## src/rtl/b01_tx_pkg.sv

```systemverilog
// rtl/b01_tx_pkg.sv - shared types and helpers for the b01 serial transmitter
package b01_tx_pkg;

  typedef enum logic [1:0] {
    ST_IDLE,
    ST_SHIFT,
    ST_DRAIN,
    ST_GAP
  } tx_state_e;

  // Registered delay of outp on the b01 side relative to line1/line2.
  localparam int OUTP_LATENCY = 1;

  function automatic int cnt_w(input int n);
    return (n > 1) ? $clog2(n) : 1;
  endfunction

endpackage

```

## src/rtl/b01_tx_shreg.sv

```systemverilog
// rtl/b01_tx_shreg.sv - load/shift-right register, serial input enters at the MSB
module b01_tx_shreg #(
  parameter int WIDTH = 8,
  parameter int OUT_W = WIDTH
) (
  input  logic             i_clk,
  input  logic             i_rst,
  input  logic             i_load,
  input  logic             i_shift,
  input  logic [WIDTH-1:0] i_d,
  input  logic             i_sin,
  output logic [OUT_W-1:0] o_q
);

  logic [WIDTH-1:0] r_q;

  always_ff @(posedge i_clk or posedge i_rst) begin
    if (i_rst) begin
      r_q <= '0;
    end else if (i_load) begin
      r_q <= i_d;
    end else if (i_shift) begin
      r_q <= WIDTH'({i_sin, r_q} >> 1);
    end
  end

  // Only the low OUT_W bits are exposed; serialisers need just the LSB.
  assign o_q = r_q[OUT_W-1:0];

endmodule

```

## src/rtl/b01_serial_tx.sv

```systemverilog
// rtl/b01_serial_tx.sv - drives b01 line1/line2 LSB-first and captures the returning outp word
module b01_serial_tx
  import b01_tx_pkg::*;
#(
  parameter int WIDTH = 8,
  parameter int GAP   = 1
) (
  input  logic             clock,
  input  logic             reset,
  input  logic             in_valid,
  output logic             in_ready,
  input  logic [WIDTH-1:0] op_a,
  input  logic [WIDTH-1:0] op_b,
  output logic             line1,
  output logic             line2,
  input  logic             outp,
  input  logic             overflw,
  output logic             res_valid,
  output logic [WIDTH-1:0] res_data,
  output logic             res_ovf,
  output logic             busy
);

  localparam int CW       = cnt_w(WIDTH);
  localparam int GW       = cnt_w(GAP);
  localparam int GAP_LAST = (GAP > 0) ? GAP - 1 : 0;

  tx_state_e        r_state;
  logic [CW-1:0]    r_cnt;
  logic [GW-1:0]    r_gap_cnt;
  logic             r_ovf_acc;
  logic             r_res_valid;
  logic             r_res_ovf;
  logic [WIDTH-1:0] r_res_data;

  logic             w_sa;
  logic             w_sb;
  logic [WIDTH-2:0] w_res;
  logic             w_accept;
  logic             w_shift;
  logic             w_capture;

  assign w_accept  = in_valid && (r_state == ST_IDLE);
  assign w_shift   = (r_state == ST_SHIFT);
  // outp trails the lines, so the first SHIFT edge has nothing to capture yet
  assign w_capture = (w_shift && (r_cnt >= CW'(OUTP_LATENCY))) || (r_state == ST_DRAIN);

  b01_tx_shreg #(.WIDTH(WIDTH), .OUT_W(1)) u_sa (
    .i_clk   (clock),
    .i_rst   (reset),
    .i_load  (w_accept),
    .i_shift (w_shift),
    .i_d     (op_a),
    .i_sin   (1'b0),
    .o_q     (w_sa)
  );

  b01_tx_shreg #(.WIDTH(WIDTH), .OUT_W(1)) u_sb (
    .i_clk   (clock),
    .i_rst   (reset),
    .i_load  (w_accept),
    .i_shift (w_shift),
    .i_d     (op_b),
    .i_sin   (1'b0),
    .o_q     (w_sb)
  );

  // Holds the first WIDTH-1 bits; the last bit joins directly at the DRAIN exit.
  b01_tx_shreg #(.WIDTH(WIDTH-1), .OUT_W(WIDTH-1)) u_res (
    .i_clk   (clock),
    .i_rst   (reset),
    .i_load  (1'b0),
    .i_shift (w_capture),
    .i_d     ('0),
    .i_sin   (outp),
    .o_q     (w_res)
  );

  always_ff @(posedge clock or posedge reset) begin
    if (reset) begin
      r_state     <= ST_IDLE;
      r_cnt       <= '0;
      r_gap_cnt   <= '0;
      r_ovf_acc   <= 1'b0;
      r_res_valid <= 1'b0;
      r_res_data  <= '0;
      r_res_ovf   <= 1'b0;
    end else begin
      r_res_valid <= 1'b0;
      if (w_capture) r_ovf_acc <= r_ovf_acc | overflw;
      case (r_state)
        ST_IDLE: begin
          if (in_valid) begin
            r_cnt     <= '0;
            r_ovf_acc <= 1'b0;
            r_state   <= ST_SHIFT;
          end
        end
        ST_SHIFT: begin
          r_cnt <= r_cnt + 1'b1;
          if (r_cnt == CW'(WIDTH - 1)) r_state <= ST_DRAIN;
        end
        ST_DRAIN: begin
          r_res_data  <= {outp, w_res};
          r_res_ovf   <= r_ovf_acc | overflw;
          r_res_valid <= 1'b1;
          if (GAP > 0) begin
            r_gap_cnt <= '0;
            r_state   <= ST_GAP;
          end else begin
            r_state <= ST_IDLE;
          end
        end
        ST_GAP: begin
          if (r_gap_cnt == GW'(GAP_LAST)) r_state <= ST_IDLE;
          else r_gap_cnt <= r_gap_cnt + 1'b1;
        end
        default: r_state <= ST_IDLE;
      endcase
    end
  end

  assign line1     = w_shift & w_sa;
  assign line2     = w_shift & w_sb;
  assign in_ready  = (r_state == ST_IDLE);
  assign busy      = (r_state != ST_IDLE);
  assign res_valid = r_res_valid;
  assign res_data  = r_res_data;
  assign res_ovf   = r_res_ovf;

endmodule

```

## config.mk

```make
export PLATFORM = sky130hd
export DESIGN_NAME = b01_serial_tx
export DESIGN_NICKNAME = d
export VERILOG_FILES = /design/src/rtl/b01_tx_pkg.sv /design/src/rtl/b01_tx_shreg.sv /design/src/rtl/b01_serial_tx.sv
export SDC_FILE = /design/constraint.sdc
export NUM_CORES = 1
export LEC_CHECK = 0
export ABC_AREA = 1
export CAP_MARGIN = 20
export CORE_ASPECT_RATIO = 1.2
export CORE_MARGIN = 2
export CORE_UTILIZATION = 39
export DETAILED_ROUTE_END_ITERATION = 6
export MAX_ROUTING_LAYER = met4
export PLACE_DENSITY = 0.74
export SETUP_SLACK_MARGIN = 0.02
export SYNTH_ARGS = -nofsm -noshare
export SYNTH_HDL_FRONTEND = slang
export SYNTH_SLANG_ARGS = --single-unit
```

## constraint.sdc

```tcl
create_clock -name clock -period 2.1 [get_ports clock]
set_input_delay 0.315 -clock clock [delete_from_list [all_inputs] [get_ports clock]]
set_output_delay 0.315 -clock clock [all_outputs]
set_load 0.005 [all_outputs]
```

==> impl_metrics.tcl, run 1 <==
set metrics [dict create \
    dp_cells 287 \
    dp_slack_ns 0.475 \
    crit_type "flop to output pin" \
    gr-usage-all-layers_pct 15.3 \
    critPathRequiredTime_ns 1.78 \
    grt_start_max_net_pins 40 \
    final_common_cell "nand2_1" \
    root_buffer "clkbuf_8" \
    io_pins 35 \
    htreeDepth 2 \
    synth_nets 230 \
    clock_latency_ns 0.29 \
    synth.distinct_cells 16 \
    wl_per_cell_um 11.3 \
    setup_violations 0 \
    layout_setup_ws_ns 0.191 \
    rsz0062_at_grt "false" \
    fin_crit_sh_pct 90.9 \
    grt_overflow 0 \
    cts_buffers 5 \
    max-slew-margin-rel_pct 67.0 \
    tightest_slew_ns 0.494 \
    cts_resized 0 \
    multi_input_area_sq_um 672 \
    dpl-instance-area_sq_um 2140 \
    finalHoldViolCount 0 \
    drcViolationCount 0 \
    clockBufferDepth 2 \
    layout.cells.non_filler 295 \
    hold-worst-slack_ns 0.444 \
    cts_tree "built" \
    utilization_pct 52.1 \
    crit_fanout 3 \
    grt_pass1_wl_um 5840 \
    cellLeakagePower_nw 1.12 \
    drv_cap 0 \
    cp-start-kind "flop" \
    hpwl_um 2310 \
    slew_violations 0 \
    status "completed" \
    fin_nets 265 \
    rows 26 \
    p_per_area_nw_per_um2 1410 \
    portBuffers 34 \
    ant_nets 0 \
    initial_utilization_pct 40.9 \
    cts.sinks 39 \
    postCtsHoldBufs 0 \
    drive_gt1_share_pct 7.53 \
    area_delta_synth_final_pct 27.4 \
    finalPower_mw 3.18 \
    gp_congestion 0.813 \
    drt-vias-per-instance 4.85 \
    final_cell_mix "64 x nand2_1, 53 x nand3_1, 39 x dfrtp_1" \
    crit_arrival_ns 1.59 \
    die_h_um 77.8 \
    ys_warn_count 0 \
    max_freq_ghz 0.524 \
    period_needed_ns 1.91 \
    postLayoutCellArea_sq_um 2260 \
    setup_tns_ns 0 \
    register_area_sq_um 976 \
    drt_iter0_drc 103 \
    grt_pass1_vias 1400 \
    die_x_um 65.5 \
    post_cts_buffers 0 \
    clock_skew_ns 0.00676 \
    irDropWorstVdd_mv 0.734 \
    n_antenna_cell 0 \
    drt_wl_total_um 3330 \
    firstDrtPassIters 4 \
    min_path_type "input pin to asynchronous set/reset pin" \
    syn_avg_cell_area_sq_um 8.72 \
    synth.cell_area_sq_um 1770 \
    worst_setup_path_end_kind "output pin" \
    clkTransAtPathRegs_ns 0.08 \
    dieArea_sq_um 5100 \
    antenna_found_initial 0 \
    vias 1430 \
    ys_seq_area_share_pct 55.1 \
    syn_inst 203 \
    synth-seq-cells 39 \
    fillers 402 \
    core_area_sq_um 4330 \
]
[layout make-up]
class,instances,area share (%)
sequential,39,43.3
multi-input combinational,141,29.8
timing repair buffer,37,16.1
clock buffer,6,3.66
tap,56,3.11
inverter,14,2.55
clock inverter,2,1.55
[cell usage after synthesis]
library cell | number | area (sq um)
inv_2 | 1 | 3.75
dfrtp_1 | 39 | 976
nor2_1 | 6 | 22.5
nand2_2 | 3 | 18.8
o21ai_2 | 1 | 8.76
buf_6 | 2 | 22.5
nand3_1 | 53 | 265
buf_4 | 3 | 22.5
inv_1 | 11 | 41.3
ha_1 | 6 | 75.1
buf_2 | 4 | 20.0
nand2_1 | 64 | 240
o21ai_0 | 4 | 20.0
a21oi_1 | 3 | 15.0
o22ai_1 | 1 | 6.26
inv_4 | 2 | 12.5
[critical path, stage by stage (launching register included)]
cell             delay [ns]
dfrtp_1                0.38
inv_1                  0.09
ha_1                   0.19
nand2_1                0.09
inv_1                  0.06
clkdlybuf4s50_1        0.49
[path summary, 6_finish.rpt]
kind	start	end	slack, ns	cells after the start
max	r_state[1]	line2	0.19	5
min	reset	u_sa.r_q[1]	0.44	3
max reg2reg	r_state[1]	r_cnt[0]	0.48	6
min reg2reg	res_data[2]	res_data[2]	0.47	2
max in group asynchronous	reset	u_sb.r_q[3]	1.31	3
min in group clock	res_data[2]	res_data[2]	0.47	2
[where the power goes]
group	internal [mW]	switching, mW
combinational	0.558	0.713
sequential	1.08	0.188
clock	0.384	0.259
total	2.02	1.16
[flip-flops by register name (all words and copies together), names as in the netlist]
register / count
res_ovf: 1
res_valid: 1
u_res.o_q: 7
r_ovf_acc: 1
r_cnt: 3
res_data: 8
r_state: 2
u_sa.r_q: 8
u_sb.r_q: 8
[kinds of logic (layout without fill, tap and decap cells)]
kind of cell	after synthesis	after routing	synth area share [%]
AO/OA/AOI/OAI	9	9	2.83
adder cells (fa/ha/maj)	6	6	4.24
buffers and inverters	23	59	6.93
flip-flops	39	39	55.1
AND/OR/NAND/NOR	126	126	30.9
[routing by layer]
metal	part of all wire [%]	track usage, %	up-vias
li1	-	-	726
met1	43	17.6	655
met2	50	24.6	43
met3	5.0	4.35	6
met4	2.0	6.67	0
met5	0	-	-
Note: power is estimated with default switching activity, not from simulation.
==> inputs of run 2 (changes only) <==
--- a/config.mk
+++ b/config.mk
@@ -6,13 +6,13 @@
 export NUM_CORES = 1
 export LEC_CHECK = 0
 export ABC_AREA = 1
-export CAP_MARGIN = 20
+export CAP_MARGIN = 30
 export CORE_ASPECT_RATIO = 1.2
 export CORE_MARGIN = 2
 export CORE_UTILIZATION = 39
 export DETAILED_ROUTE_END_ITERATION = 6
 export MAX_ROUTING_LAYER = met4
-export PLACE_DENSITY = 0.74
+export PLACE_DENSITY_LB_ADDON = 0.25
 export SETUP_SLACK_MARGIN = 0.02
 export SYNTH_ARGS = -nofsm -noshare
 export SYNTH_HDL_FRONTEND = slang
==> run 2 against run 1 <==
  * Clock skew decreased by 0.0013 ns
  * Critical path type unchanged
  * Global-route usage increased by 0.58 points
  * Register-to-register slack got worse by 0.02 ns
  * Critical path depth unchanged
==> impl_metrics.tcl, run 2 (same netlist as run 1, synthesis figures left out) <==
set metrics [dict create \
    slew_violations 0 \
    root_buffer "clkbuf_8" \
    final_common_cell "nand2_1" \
    dieArea_sq_um 5100 \
    multi_input_area_sq_um 672 \
    final_cell_mix "64 x nand2_1, 53 x nand3_1, 39 x dfrtp_1" \
    grt_pass1_vias 1475 \
    fin_nets 266 \
    register_area_sq_um 976 \
    critPathRequiredTime_ns 1.78 \
    grt_start_max_net_pins 40 \
    drt_iter0_drc 174 \
    htreeDepth 2 \
    setup_violations 0 \
    io_pins 35 \
    cts_buffers 5 \
    drv_cap 0 \
    crit_top_cell "inv_1" \
    rsz0062_at_grt "false" \
    fin_crit_sh_pct 91.3 \
    worst_setup_path_end_kind "output pin" \
    layout_setup_ws_ns 0.183 \
    max-slew-margin-rel_pct 67.8 \
    tightest_slew_ns 0.483 \
    clkTransAtPathRegs_ns 0.07 \
    slowest_delay_ns 0.49 \
    wl_per_cell_um 11.1 \
    vias 1427 \
    grt_pass1_wl_um 6130 \
    dp_slack_ns 0.470 \
    hpwl_um 2280 \
    clockBufferDepth 2 \
    postCtsHoldBufs 0 \
    min_path_type "input pin to asynchronous set/reset pin" \
    die_x_um 65.5 \
    post_cts_buffers 0 \
    gp_congestion 0.780 \
    antenna_found_initial 0 \
    worstPathCellList "inv_1 -> ha_1 -> nand2_1 -> inv_1 -> clkdlybuf4s50_1" \
    max_freq_ghz 0.522 \
    setup_tns_ns 0 \
    drt-vias-per-instance 4.82 \
    irDropWorstVdd_mv 0.525 \
    status "completed" \
    drt_wl_total_um 3290 \
    finalPower_mw 3.19 \
    p_per_area_nw_per_um2 1410 \
    initial_utilization_pct 40.9 \
    drive_gt1_share_pct 7.92 \
    clock_skew_ns 0.00548 \
    cp-start-kind "flop" \
    fillers 407 \
    crit_path_top_delay_cell "clkdlybuf4s50_1" \
    area_delta_synth_final_pct 27.8 \
    drcViolationCount 0 \
    cts.sinks 39 \
    cellLeakagePower_nw 1.13 \
    core_area_sq_um 4330 \
    rows 26 \
    finalHoldViolCount 0 \
    grt_overflow 0 \
    period_needed_ns 1.92 \
    die_h_um 77.8 \
    cts_resized 0 \
    cts_tree "built" \
    utilization_pct 52.3 \
    firstDrtPassIters 4 \
    crit_type "flop to output pin" \
    gr-usage-all-layers_pct 15.8 \
    clock_latency_ns 0.29 \
    crit_fanout 3 \
    ant_nets 0 \
    crit_arrival_ns 1.60 \
    portBuffers 34 \
    n_antenna_cell 0 \
]
## run 2: cell types whose count changed in the layout (fill, tap and decap cells not counted)
| cell | delta |
|---|---|
| buf_4 | +1 |
## run 2: final timing paths
kind / slack (ns) / to / startpoint / cells past startpoint
setup / recovery: 0.18 / line2 / r_state[1] / 5
hold / removal: 0.43 / r_cnt[0] / reset / 3
setup reg to reg: 0.46 / r_cnt[2] / r_state[1] / 6
hold reg to reg: 0.47 / res_data[6] / res_data[6] / 2
max in group asynchronous: 1.32 / r_state[1] / reset / 3
min in group clock: 0.47 / res_data[6] / res_data[6] / 2
## run 2: final cells by class
type	instances	area share (%)
well taps	56	3.10
multi-input cells	141	29.7
repair buffers	38	16.4
inverters	14	2.54
flip-flops and latches	39	43.1
clock inverters	2	1.55
clock buffers	6	3.65
## run 2: where the power goes
part	total, mW	switching, mW	internal [mW]
clock	0.642	0.258	0.384
sequential	1.27	0.190	1.08
combinational	1.28	0.712	0.570
## run 2: per-layer routing
metal,up-vias,routed length (um),global-route usage [%]
li1,730,-,-
met1,654,1410,17.3
met2,39,1690,27.0
met3,4,134,4.35
met4,0,53,6.25
met5,-,0,-
## run 2: metrics by stage
stage	instances	hold WS (ns)	instance area, sq um
finish	296	0.429	2260
global route	296	0.491	2260
CTS	296	0.456	2260
detailed placement	288	0.458	2150
global placement	288	0.453	2150
floorplan	203	0.425	1770
## run 2: worst max-delay path: cells and delay by family, from the launching register on
kind / cells / cell delay (ns)
flip-flops: 1 / 0.38
adder cells (fa/ha/maj): 1 / 0.19
AND/OR/NAND/NOR: 1 / 0.10
buffers and inverters: 3 / 0.64
==> inputs of run 3 (changes only) <==
--- a/config.mk
+++ b/config.mk
@@ -6,7 +6,7 @@
 export NUM_CORES = 1
 export LEC_CHECK = 0
 export ABC_AREA = 1
-export CAP_MARGIN = 30
+export CAP_MARGIN = 20
 export CORE_ASPECT_RATIO = 1.2
 export CORE_MARGIN = 2
 export CORE_UTILIZATION = 39
==> constraint.sdc (replaced) <==
create_clock -name clock -period 2.1 [get_ports clock]
set_input_delay 0.525 -clock clock [delete_from_list [all_inputs] [get_ports clock]]
set_output_delay 0.525 -clock clock [all_outputs]
set_load 0.005 [all_outputs]
==> run 3 against run 2 <==
  * Worst hold slack gained 0.039 ns
  * Final cell count increased by 0.68%
  * Power shrank 2.1%
  * Largest cell class unchanged
  * Cell area increased by 0.94%
  * Wire length grew 1.6%
  * Flip-flop and latch count unchanged
==> impl_metrics.tcl, run 3 (same netlist as run 1, synthesis figures left out) <==
set metrics [dict create \
    rows 26 \
    crit_family "buffers and inverters" \
    drt_wl_total_um 3350 \
    final_cell_mix "64 x nand2_1, 53 x nand3_1, 39 x dfrtp_1" \
    clkPwrFrac_pct 15.3 \
    irDropWorstVdd_mv 0.545 \
    grt_pass1_wl_um 6000 \
    r2r_cells 7 \
    internal_power_mw 1.94 \
    setup_tns_ns 0 \
    die_h_um 77.8 \
    max-slew-margin-rel_pct 67.1 \
    ant_nets 0 \
    gp_congestion 0.816 \
    htreeDepth 2 \
    clkTransAtPathRegs_ns 0.07 \
    slew_violations 0 \
    drive_gt1_share_pct 9.09 \
    grt_overflow 0 \
    worstReg2RegEnd "r_cnt[0]" \
    core_area_sq_um 4330 \
    crit_path_top_delay_cell "clkdlybuf4s50_1" \
    p_comb_share_pct 44.2 \
    grt_start_max_net_pins 40 \
    drt_iter0_drc 68 \
    final_common_cell "nand2_1" \
    die_x_um 65.5 \
    status "completed" \
    crit_arrival_ns 1.49 \
    cts_buffers 5 \
    clock_latency_ns 0.29 \
    cts_tree "built" \
    cp-start-kind "flop" \
    postLayoutCellArea_sq_um 2280 \
    period_needed_ns 2.02 \
    crit_type "flop to output pin" \
    antenna_found_initial 0 \
    dpl-instance-area_sq_um 2150 \
    postCtsHoldBufs 0 \
    r2r_start "r_state[0]" \
    p_sw_mw 1.19 \
    clock_skew_ns 0.00267 \
    gr-usage-all-layers_pct 15.5 \
    cts.sinks 39 \
    vias 1452 \
    crit_cells 3 \
    clockBufferDepth 2 \
    tightest_slew_ns 0.494 \
    fin_crit_sh_pct 96.1 \
    drt-vias-per-instance 4.87 \
    worst-path-buf-inv 2 \
    critPathCapture "in_ready" \
    rrSetupSlack_ns 0.32 \
    hpwl_um 2240 \
    rsz0062_at_grt "true" \
    netSwitchingFraction_pct 38.0 \
    portBuffers 34 \
    seqPwrFrac_pct 40.5 \
    drv_cap 0 \
    dieArea_sq_um 5100 \
    grt_pass1_vias 1367 \
    crit_fanout 6 \
    wl_per_cell_um 11.2 \
    initial_utilization_pct 40.9 \
    min_path_type "flop to flop" \
    crit_start "r_state[0]" \
    cellLeakagePower_nw 1.16 \
    finalHoldViolCount 0 \
    io_pins 35 \
    root_buffer "clkbuf_8" \
    setup_violations 0 \
    worst_setup_path_end_kind "output pin" \
    fin_nets 268 \
    slowest_delay_ns 0.50 \
    max_freq_ghz 0.495 \
    drcViolationCount 0 \
    firstDrtPassIters 6 \
    p_per_area_nw_per_um2 1370 \
    critPathRequiredTime_ns 1.57 \
    area_delta_synth_final_pct 29.0 \
    n_antenna_cell 0 \
    worstPathCellList "inv_1 -> ha_4 -> clkdlybuf4s50_1" \
]
run 3: metrics by stage:
stage               total power, mW  cells  utilization [%]  setup WS [ns]  hold WS [ns]
floorplan                      2.17    203                -          0.536         0.447
global placement               2.57    287             49.7          0.220         0.452
detailed placement             2.60    287             49.7          0.191         0.458
CTS                            3.12    296             52.1         0.0269         0.476
global route                   3.43    298             52.8         0.0123         0.493
finish                         3.12    298             52.8         0.0809         0.468
run 3: timing repair:
action | CTS | global route
buffers inserted | 1 | 2
hold endpoints to repair | 0 | 0
cloned | 0 | 0
pin swaps | 0 | 1
gates resized for setup | 4 | 3
endpoints found under the setup margin | 4 | 4
run 3: worst min-delay path by stage:
stage	start	depth (start not counted)	slack, ns	to
finish	res_data[2]	2	0.47	res_data[2]
global route	res_data[0]	2	0.49	res_data[0]
CTS	res_data[2]	2	0.48	res_data[2]
detailed placement	res_data[2]	2	0.46	res_data[2]
global placement	res_data[5]	2	0.45	res_data[5]
floorplan	u_res.o_q[0]	2	0.45	res_data[0]
run 3: metal layers:
metal  vias up  global-route usage [%]  routed length, um
met3         7                    4.64                156
met2        36                    25.3               1670
met1       679                    17.8               1460
met5         -                       -                  0
met4         0                    6.25                 63
li1        730                       -                  -
run 3: power by group through the flow:
| stage | logic, mW | registers (mW) | clock network (mW) |
|---|---|---|---|
| after floorplan | 0.925 | 1.25 | 0 |
| after global placement | 1.30 | 1.27 | 0 |
| after detailed placement | 1.32 | 1.28 | 0 |
| after CTS | 1.36 | 1.27 | 0.494 |
| after global routing | 1.59 | 1.31 | 0.532 |
| final | 1.38 | 1.26 | 0.478 |
run 3: final cells by class:
class                           count  area, sq um
Fill cell                         413         2040
Sequential cell                    39          976
Multi-Input combinational cell    141          697
Timing Repair Buffer               40          403
Clock buffer                        7         76.3
Tap cell                           56         70.1
Inverter                           14         57.6
Clock inverter                      1         5.00
run 3: tightest hold or removal path, stage by stage (launching register included):
cell and delay [ns]:
dfrtp_1 0.34, nand2_1 0.05, nand2_1 0.04
